[config.mk]
export PLATFORM = sky130hd
export DESIGN_NAME = apb_rr_master_arbiter
export DESIGN_NICKNAME = d
export VERILOG_FILES = /design/src/rtl/apb_arb_pkg.sv /design/src/rtl/apb_rr_master_arbiter_rr_pick.sv /design/src/rtl/apb_rr_master_arbiter.sv
export SDC_FILE = /design/constraint.sdc
export NUM_CORES = 1
export LEC_CHECK = 0
export CAP_MARGIN = 5
export CORE_ASPECT_RATIO = 1.4
export CORE_MARGIN = 3
export CORE_UTILIZATION = 44
export DETAILED_ROUTE_END_ITERATION = 16
export HOLD_SLACK_MARGIN = 0.08
export PLACE_DENSITY_LB_ADDON = 0.08
export SYNTH_ARGS = -nofsm -noshare
export SYNTH_HDL_FRONTEND = slang
export SYNTH_HIERARCHICAL = 1
export SYNTH_SLANG_ARGS = --single-unit
[constraint.sdc]
create_clock -name HCLK -period 9.05 [get_ports HCLK]
set_clock_uncertainty 0.05 [all_clocks]
set_input_delay 1.81 -clock HCLK [delete_from_list [all_inputs] [get_ports HCLK]]
set_output_delay 1.81 -clock HCLK [all_outputs]
set_load 0.1 [all_outputs]
[src/rtl/apb_arb_pkg.sv]
// Shared definitions for the APB round-robin master arbiter family:
// FSM state encodings and the packed-bus slice helper.
package apb_arb_pkg;

  localparam logic [1:0] ST_IDLE   = 2'b00;
  localparam logic [1:0] ST_SETUP  = 2'b01;
  localparam logic [1:0] ST_ACCESS = 2'b10;

  // Low bit of requester idx's slice in a packed per-requester bus.
  function automatic int unsigned slice_lo(input int unsigned idx,
                                           input int unsigned width);
    return idx * width;
  endfunction

endpackage

[src/rtl/apb_rr_master_arbiter_rr_pick.sv]
// Combinational round-robin selector: first unmasked request at or above
// the pointer, wrapping around. Reusable by other arbiters in the family.
module rr_pick #(
  parameter int N  = 3,
  parameter int IW = (N > 1) ? $clog2(N) : 1
) (
  input  logic [N-1:0]  i_req,
  input  logic [N-1:0]  i_mask,
  input  logic [IW-1:0] i_ptr,
  output logic          o_valid,
  output logic [IW-1:0] o_winner
);

  logic [N-1:0]  w_elig;
  logic [IW-1:0] w_idx;

  assign w_elig = i_req & ~i_mask;

  // Scan from the farthest offset down so the nearest hit is written last.
  // NOTE: every output gets a default before the loop, so no latch is inferred.
  always_comb begin
    o_valid  = 1'b0;
    o_winner = '0;
    w_idx    = '0;
    for (int i = N - 1; i >= 0; i--) begin
      w_idx = IW'((int'(i_ptr) + i) % N);
      if (w_elig[w_idx]) begin
        o_valid  = 1'b1;
        o_winner = w_idx;
      end
    end
  end

endmodule

[src/rtl/apb_rr_master_arbiter.sv]
// Round-robin arbiter sharing one APB3 master port between NUM_REQ requesters,
// with PCLKEN-qualified SETUP/ACCESS sequencing and a PREADY watchdog.
module apb_rr_master_arbiter
  import apb_arb_pkg::*;
#(
  parameter int NUM_REQ   = 3,
  parameter int ADDRWIDTH = 16,
  parameter int DATAWIDTH = 32,
  parameter int TIMEOUT   = 16,
  localparam int IW       = $clog2(NUM_REQ)
) (
  input  logic                           HCLK,
  input  logic                           HRESET,
  input  logic [NUM_REQ-1:0]             REQ,
  input  logic [NUM_REQ*ADDRWIDTH-1:0]   REQ_ADDR,
  input  logic [NUM_REQ-1:0]             REQ_WRITE,
  input  logic [NUM_REQ*DATAWIDTH-1:0]   REQ_WDATA,
  output logic [NUM_REQ-1:0]             DONE,
  output logic [DATAWIDTH-1:0]           RDATA,
  output logic                           ERR,
  output logic [IW-1:0]                  GNT_ID,
  output logic                           BUSY,
  input  logic                           PCLKEN,
  output logic                           PSEL,
  output logic                           PENABLE,
  output logic                           PWRITE,
  output logic [ADDRWIDTH-1:0]           PADDR,
  output logic [DATAWIDTH-1:0]           PWDATA,
  input  logic [DATAWIDTH-1:0]           PRDATA,
  input  logic                           PREADY,
  input  logic                           PSLVERR
);

  localparam int              WDW     = (TIMEOUT > 0) ? $clog2(TIMEOUT + 1) : 1;
  localparam logic [WDW-1:0]  WD_LAST = WDW'((TIMEOUT > 0) ? TIMEOUT - 1 : 0);

  logic [1:0]           r_state;
  logic [IW-1:0]        r_ptr;
  logic [IW-1:0]        r_gnt;
  logic [WDW-1:0]       r_wdog;
  logic [NUM_REQ-1:0]   r_done;
  logic [DATAWIDTH-1:0] r_rdata;
  logic                 r_err;
  logic                 r_psel;
  logic                 r_penable;
  logic                 r_pwrite;
  logic [ADDRWIDTH-1:0] r_paddr;
  logic [DATAWIDTH-1:0] r_pwdata;

  logic                 w_valid;
  logic [IW-1:0]        w_win;

  // The requester completing this cycle is masked so a lingering REQ is not re-granted.
  rr_pick #(.N(NUM_REQ), .IW(IW)) u_pick (
    .i_req    (REQ),
    .i_mask   (r_done),
    .i_ptr    (r_ptr),
    .o_valid  (w_valid),
    .o_winner (w_win)
  );

  // NOTE: sequential state uses non-blocking assignments only.
  always_ff @(posedge HCLK or posedge HRESET) begin
    if (HRESET) begin
      r_state   <= ST_IDLE;
      r_ptr     <= '0;
      r_gnt     <= '0;
      r_wdog    <= '0;
      r_done    <= '0;
      r_rdata   <= '0;
      r_err     <= 1'b0;
      r_psel    <= 1'b0;
      r_penable <= 1'b0;
      r_pwrite  <= 1'b0;
      r_paddr   <= '0;
      r_pwdata  <= '0;
    end else begin
      r_done <= '0;
      if (PCLKEN) begin
        case (r_state)
          ST_IDLE: begin
            if (w_valid) begin
              r_state   <= ST_SETUP;
              r_gnt     <= w_win;
              r_ptr     <= (w_win == IW'(NUM_REQ - 1)) ? '0 : w_win + 1'b1;
              r_psel    <= 1'b1;
              r_penable <= 1'b0;
              r_pwrite  <= REQ_WRITE[w_win];
              r_paddr   <= REQ_ADDR[slice_lo(32'(w_win), ADDRWIDTH) +: ADDRWIDTH];
              r_pwdata  <= REQ_WDATA[slice_lo(32'(w_win), DATAWIDTH) +: DATAWIDTH];
            end
          end
          ST_SETUP: begin
            r_state   <= ST_ACCESS;
            r_penable <= 1'b1;
            r_wdog    <= '0;
          end
          ST_ACCESS: begin
            if (PREADY) begin
              r_state        <= ST_IDLE;
              r_done[r_gnt]  <= 1'b1;
              r_rdata        <= r_pwrite ? '0 : PRDATA;
              r_err          <= PSLVERR;
              r_psel         <= 1'b0;
              r_penable      <= 1'b0;
            end else if (TIMEOUT != 0) begin
              if (r_wdog == WD_LAST) begin
                r_state        <= ST_IDLE;
                r_done[r_gnt]  <= 1'b1;
                r_rdata        <= '0;
                r_err          <= 1'b1;
                r_psel         <= 1'b0;
                r_penable      <= 1'b0;
                r_pwrite       <= 1'b0;
                r_paddr        <= '0;
                r_pwdata       <= '0;
                r_wdog         <= '0;
              end else begin
                r_wdog <= r_wdog + 1'b1;
              end
            end
          end
          default: r_state <= ST_IDLE;
        endcase
      end
    end
  end

  assign DONE    = r_done;
  assign RDATA   = r_rdata;
  assign ERR     = r_err;
  assign GNT_ID  = r_gnt;
  assign BUSY    = (r_state != ST_IDLE);
  assign PSEL    = r_psel;
  assign PENABLE = r_penable;
  assign PWRITE  = r_pwrite;
  assign PADDR   = r_paddr;
  assign PWDATA  = r_pwdata;

endmodule
-- Word level (Yosys, flattened, before mapping)
Cells that the tools add are included.
- register bits: 98
- input port bits: 187
- output and inout port bits: 90
- add/sub/neg operators: 4
- divide/modulo/power cells: 3
- $lt $le $gt $ge: 6
- equality and inequality tests: 8
- shift-type cells: 2
- muxes and demuxes: 49
- bitwise logic cells: 2
- reduce and logical (&&, ||, !) cells: 14
- operator list (operator ; count):
    $mux 32 ; 5
    $shiftx 96x8->32 ; 1
    $mod 32x3->32 const B ; 2
    $pmux 32 s2 ; 1
    $mux 16 ; 3
    $shiftx 48x7->16 ; 1
    $mod 3x3->32 const B ; 1
    $pmux 16 s2 ; 1
    $mux 1 ; 16
    $lt 2x3->1 const B ; 5
    $mux 2 ; 7
    $mux 3 ; 4
    $reduce_and 3->1 ; 4
    $mux 5 ; 2
    $pmux 5 s2 ; 1
    $bmux 1 s2 ; 4
    $reduce_and 4->1 ; 2
    $reduce_bool 2->1 ; 4
    $pmux 2 s3 ; 1
    $add 5x1->5 const B ; 1
    $eq 5x4->1 const B ; 1
    $reduce_and 5->1 ; 1
    $eq 2x2->1 const B ; 2
    $ne 2x2->1 const B ; 2
    other kinds (15) ; 16

-- Depth between registers and ports, before layout
- depth after elaboration: 11
- depth in mapped cells: 12

-- Hierarchy
The synthesis kept the hierarchy.
- by module, submodules not included (module ; times used ; cells each ; area each (sq um)):
    apb_rr_master_arbiter ; 1 ; 508 ; 5340.1
    rr_pick ; 1 ; 24 ; 152.6

-- Least setup slack after synthesis
OpenSTA, ideal clock, no wires.
- path type: in2reg
- start: input REQ[0]
- end: register r_paddr[15], in the netlist PADDR[15]
- setup time: 0.104 ns
- arrival time: 3.267 ns
- path slack: 5.630 ns
- stages on the path: 10
- cell sequence: nand2b_4 a21oi_1 o21ai_0 nor2b_1 buf_2 inv_1 clkbuf_1 clkbuf_1 a21boi_0 o41ai_2
- longest elaborated chain between the ends: 9
- ends and longest elaborated chain (what ; line ; source):
    from (decl) ; apb_rr_master_arbiter.sv:14 ; input logic [NUM_REQ-1:0] REQ,
    $and 3x3->3 (*) ; apb_rr_master_arbiter_rr_pick.sv:17 ; assign w_elig = i_req & ~i_mask;
    $bmux 1 s2 ; apb_rr_master_arbiter_rr_pick.sv:27 ; if (w_elig[w_idx]) begin
    $mux 1 (implied by the code) ; apb_rr_master_arbiter_rr_pick.sv:27 ;
    $mux 2 (2 in a row) ; apb_rr_master_arbiter_rr_pick.sv:27 ;
    $mux 2 (*) ; apb_rr_master_arbiter_rr_pick.sv:27 ;
    net w_win[1] ; apb_rr_master_arbiter.sv:51 ; logic [IW-1:0] w_win;
    $shiftx 48x7->16 (*) ; apb_rr_master_arbiter.sv:89 ; r_paddr <= REQ_ADDR[slice_lo(32'(w_win), ADDRWIDTH) +: ADDRWIDTH];
    $mux 16 (*) ; apb_rr_master_arbiter.sv:82 ; if (w_valid) begin
    $pmux 16 s2 (*) ; apb_rr_master_arbiter.sv:80 ; case (r_state)
    to (signal assigned) ; apb_rr_master_arbiter.sv:89 ;
    to (decl) ; apb_rr_master_arbiter.sv:47 ; logic [ADDRWIDTH-1:0] r_paddr;
The timed path passes the listed nets; every way through them passes the cells marked *. The select of a mux whose other input is x is not followed.
A chain may end at the register's enable or synchronous reset.

-- Worst setup path after layout
- start: input REQ[2]
- end: register r_paddr[13], in the netlist PADDR[13]
- RTL lines (what ; line ; source):
    $and 3x3->3 (*) ; apb_rr_master_arbiter_rr_pick.sv:17 ;
    $bmux 1 s2 ; apb_rr_master_arbiter_rr_pick.sv:27 ;
    $mux 1 (implied by the code) ; apb_rr_master_arbiter_rr_pick.sv:27 ;
    $mux 1 (2 in a row) ; apb_rr_master_arbiter_rr_pick.sv:27 ;
    $mux 1 (*) ; apb_rr_master_arbiter_rr_pick.sv:27 ;
    net w_valid ; apb_rr_master_arbiter.sv:50 ; logic w_valid;
    $ne 2x1->1 (no source line) (*) ; n/a ;
    $reduce_and 5->1 (no source line) (*) ; n/a ;
Marked as above.

==> impl_metrics.csv <==
group,metric,value,unit
yosys,ys_seq_elements,98,
outcome,outcome,"finished clean",
drt,totalWireLength,18.6,mm
layout,nets,951,
power,power_density,411,nW/um^2
job,maxCapViolCount,0,
floorplan,core,12000,sq um
drt,drt-initial-drc-count,213,
layout,multi_input_area,2760,sq um
place,gp_congestion,0.788,
layout,diodes,0,
sta,timing.final.crit_share,54.4,%
yosys,ys_seq_area_share,44.6,%
clock_network,cts_tree,"yes",
floorplan,die_y,138,um
power,vdd_drop_max,0.000340,V
setup_path,crit_buf_inv,1,
layout,drive_above_1_share,6.27,%
layout,stdcell_count,913,
drt,drtPass1Iterations,4,
sta,finalMaxSlewViolations,0,
floorplan,row_count,47,
yosys,yosysUniqueCellTypes,43,
clock_network,cts.repair.resized,0,
floorplan,fp.dieW,100,um
power,p_leak,3.31,nW
floorplan,ios,277,
setup_path,required,9220,ps
worst_hold_path,min_path_type,"flop to flop",
clock_network,cts.sinks,98,
sta,rsz0062_at_grt,"no",
drt,wl_per_cell,20.3,um
clock_network,postCtsSetupBuffers,0,
setup_path,end_kind,"flop",
sta,max_slew.worst_pin.slew,1160,ps
global_route,grt_pass1_vias,5516,
power,p_sw,0.00204,W
layout,fill_cells,902,
setup_path,worstSetupPathType,"primary input to flop",
yosys,synth_edf_count,0,
setup_path,path_cells,"clkdlybuf4s50_1 > nand2b_1 > nand2_1 > a21boi_1 > nor3_1 > nand4bb_4 > o21a_2 > o41ai_1",
clock_network,cts_buffers,9,
layout,final_common_cell,"clkdlybuf4s50_1",
clock_network,cts_root_buf,"clkbuf_16",
clock_network,cts_buffer_depth,2,
sta,hold_viol,0,
yosys,syn_area,5490,sq um
yosys,ys.warnings.count,6,
sta,fmax,203,MHz
setup_path,arrival,5100,ps
clock_network,cts.htree.levels,3,
setup_path,cp_top_family,"simple AND/OR/NAND/NOR gates",
sta,tns,0,ps
clock_network,clk_pin_slew_worst_paths,70,ps
global_route,grt_util_all_layers,26.1,%
sta,relSlewSlack,22.5,%
global_route,grt_max_degree,101,
drt,drtAntennaViolNets,0,
layout,final_cell_mix,"276 x clkdlybuf4s50_1, 98 x dfrtp_1, 52 x nor2b_1",
power,seqPwrFrac,21.3,%
yosys,async_flop_share,100,%
setup_path,critPathSlowestCell,"o21a_2",
sta,finalCriticalPeriod,4920,ps
place,dp.cells,897,
drt,drc,0,
place,place_hpwl,13.2,mm
power,swShare,58.0,%
yosys,netlist_instances,532,
power,internal_power,0.00148,W
global_route,antenna_found_initial,0,
yosys,synth_flop_cell,"dfrtp_1",
global_route,grt_first_pass_wirelength,29.0,mm
layout,syn_to_final_growth,55.9,%
yosys,syn_nets,722,
place,io_buffers,276,
power,combPwrFrac,68.1,%
layout,seq_area,2450,sq um
floorplan,fp.dieArea,13900,sq um
floorplan,start_util,45.8,%
yosys,syn_area_per_cell,10.3,sq um
drt,vias,5344,
global_route,globalRouteOverflowTotal,0,
power,pwr-share-clk,10.6,%
sta,setup_viol,0,
setup_path,crit_fanout,59,
setup_path,start_kind,"primary input",
drt,avgViaCountPerCell,5.85,
setup_path,cp_slowest_stage_delay,790,ps
clock_network,clkLatencyLatePin,340,ps
clock_network,cts_hold_buf,0,
==> power by group through the flow <==
stage	sequential (W)	combinational (W)	clock, W
finish	0.000748	0.00240	0.000374
global route	0.000768	0.00250	0.000394
CTS	0.000746	0.00241	0.000378
detailed placement	0.000747	0.00240	0
global placement	0.000743	0.00237	0
floorplan	0.00192	0.000705	0
==> sequential cells by signal, summed over array words and instances, names as in the netlist <==
register	cells
r_wdog	5
DONE	3
PWDATA	32
GNT_ID	2
PSEL	1
r_state	2
PWRITE	1
RDATA	32
r_ptr	2
PADDR	16
ERR	1
PENABLE	1
==> path summary, 6_finish.rpt <==
| path | start | end | slack (ps) | depth (start not counted) |
|---|---|---|---|---|
| max | REQ[2] | PADDR[13] | 4130 | 8 |
| max reg2reg | r_ptr[0] | PADDR[13] | 5360 | 7 |
| min in group asynchronous | HRESET | RDATA[9] | 1810 | 2 |
| max in group asynchronous | HRESET | RDATA[12] | 5970 | 3 |
| min | RDATA[30] | RDATA[30] | 460 | 1 |
| min reg2reg | RDATA[30] | RDATA[30] | 460 | 1 |
==> cells in the mapped netlist (7+ instances only) <==
library cell / instances / area share, %
dfrtp_1: 98 / 45
nor2b_1: 54 / 6.2
clkbuf_1: 53 / 3.6
a21boi_0: 49 / 6.7
o211ai_1: 49 / 6.7
a211oi_1: 48 / 6.6
o41ai_1: 38 / 6.1
a22o_1: 32 / 5.1
inv_1: 13 / 0.89
buf_2: 10 / 0.91
nand2_1: 10 / 0.68
o41ai_2: 10 / 3.0
a21oi_1: 8 / 0.73
o21ai_0: 7 / 0.64
==> metrics by stage <==
step | hold slack, ps | instance area (sq um) | worst slack [ps] | utilization (%) | total power [W]
after floorplan | 425 | 5490 | 4630 | - | 0.00263
after global placement | 439 | 8270 | 3930 | 69.0 | 0.00311
after detailed placement | 441 | 8270 | 3800 | 69.0 | 0.00315
after CTS | 459 | 8560 | 4170 | 71.4 | 0.00353
after global routing | 464 | 8560 | 3930 | 71.4 | 0.00366
final | 456 | 8560 | 4130 | 71.4 | 0.00352
==> metal layers <==
metal,track usage [%],part of all wire [%],vias to the layer above
met3,8.11,9.1,32
met5,0,0,-
met4,9.87,2.8,0
met2,44.7,50,224
met1,30.3,38,2558
li1,-,-,2530
==> worst reg2reg max path: stages (launching register included) <==
cell	delay (ps)
dfrtp_1	380
inv_1	60
ha_1	350
o2111a_1	260
nor3_1	390
nand4bb_4	770
o21a_2	790
o41ai_1	530
==> cells by family after synthesis <==
group	share of synthesized area, %
adders and majority gates	0.866
DFF	44.6
and+or+nand+nor	10.3
AOI/OAI and AO/OA	37.7
muxes	0.569
buffers and inverters	5.90
==> cell type report <==
| cell class | instances | area share, % |
|---|---|---|
| Sequential cell | 98 | 28.6 |
| Tap cell | 147 | 2.15 |
| Clock buffer | 12 | 3.11 |
| Multi-Input combinational cell | 355 | 32.3 |
| Clock inverter | 4 | 0.278 |
| Inverter | 13 | 0.599 |
| Timing Repair Buffer | 284 | 33.0 |
Note: power is estimated with default switching activity, not from simulation.
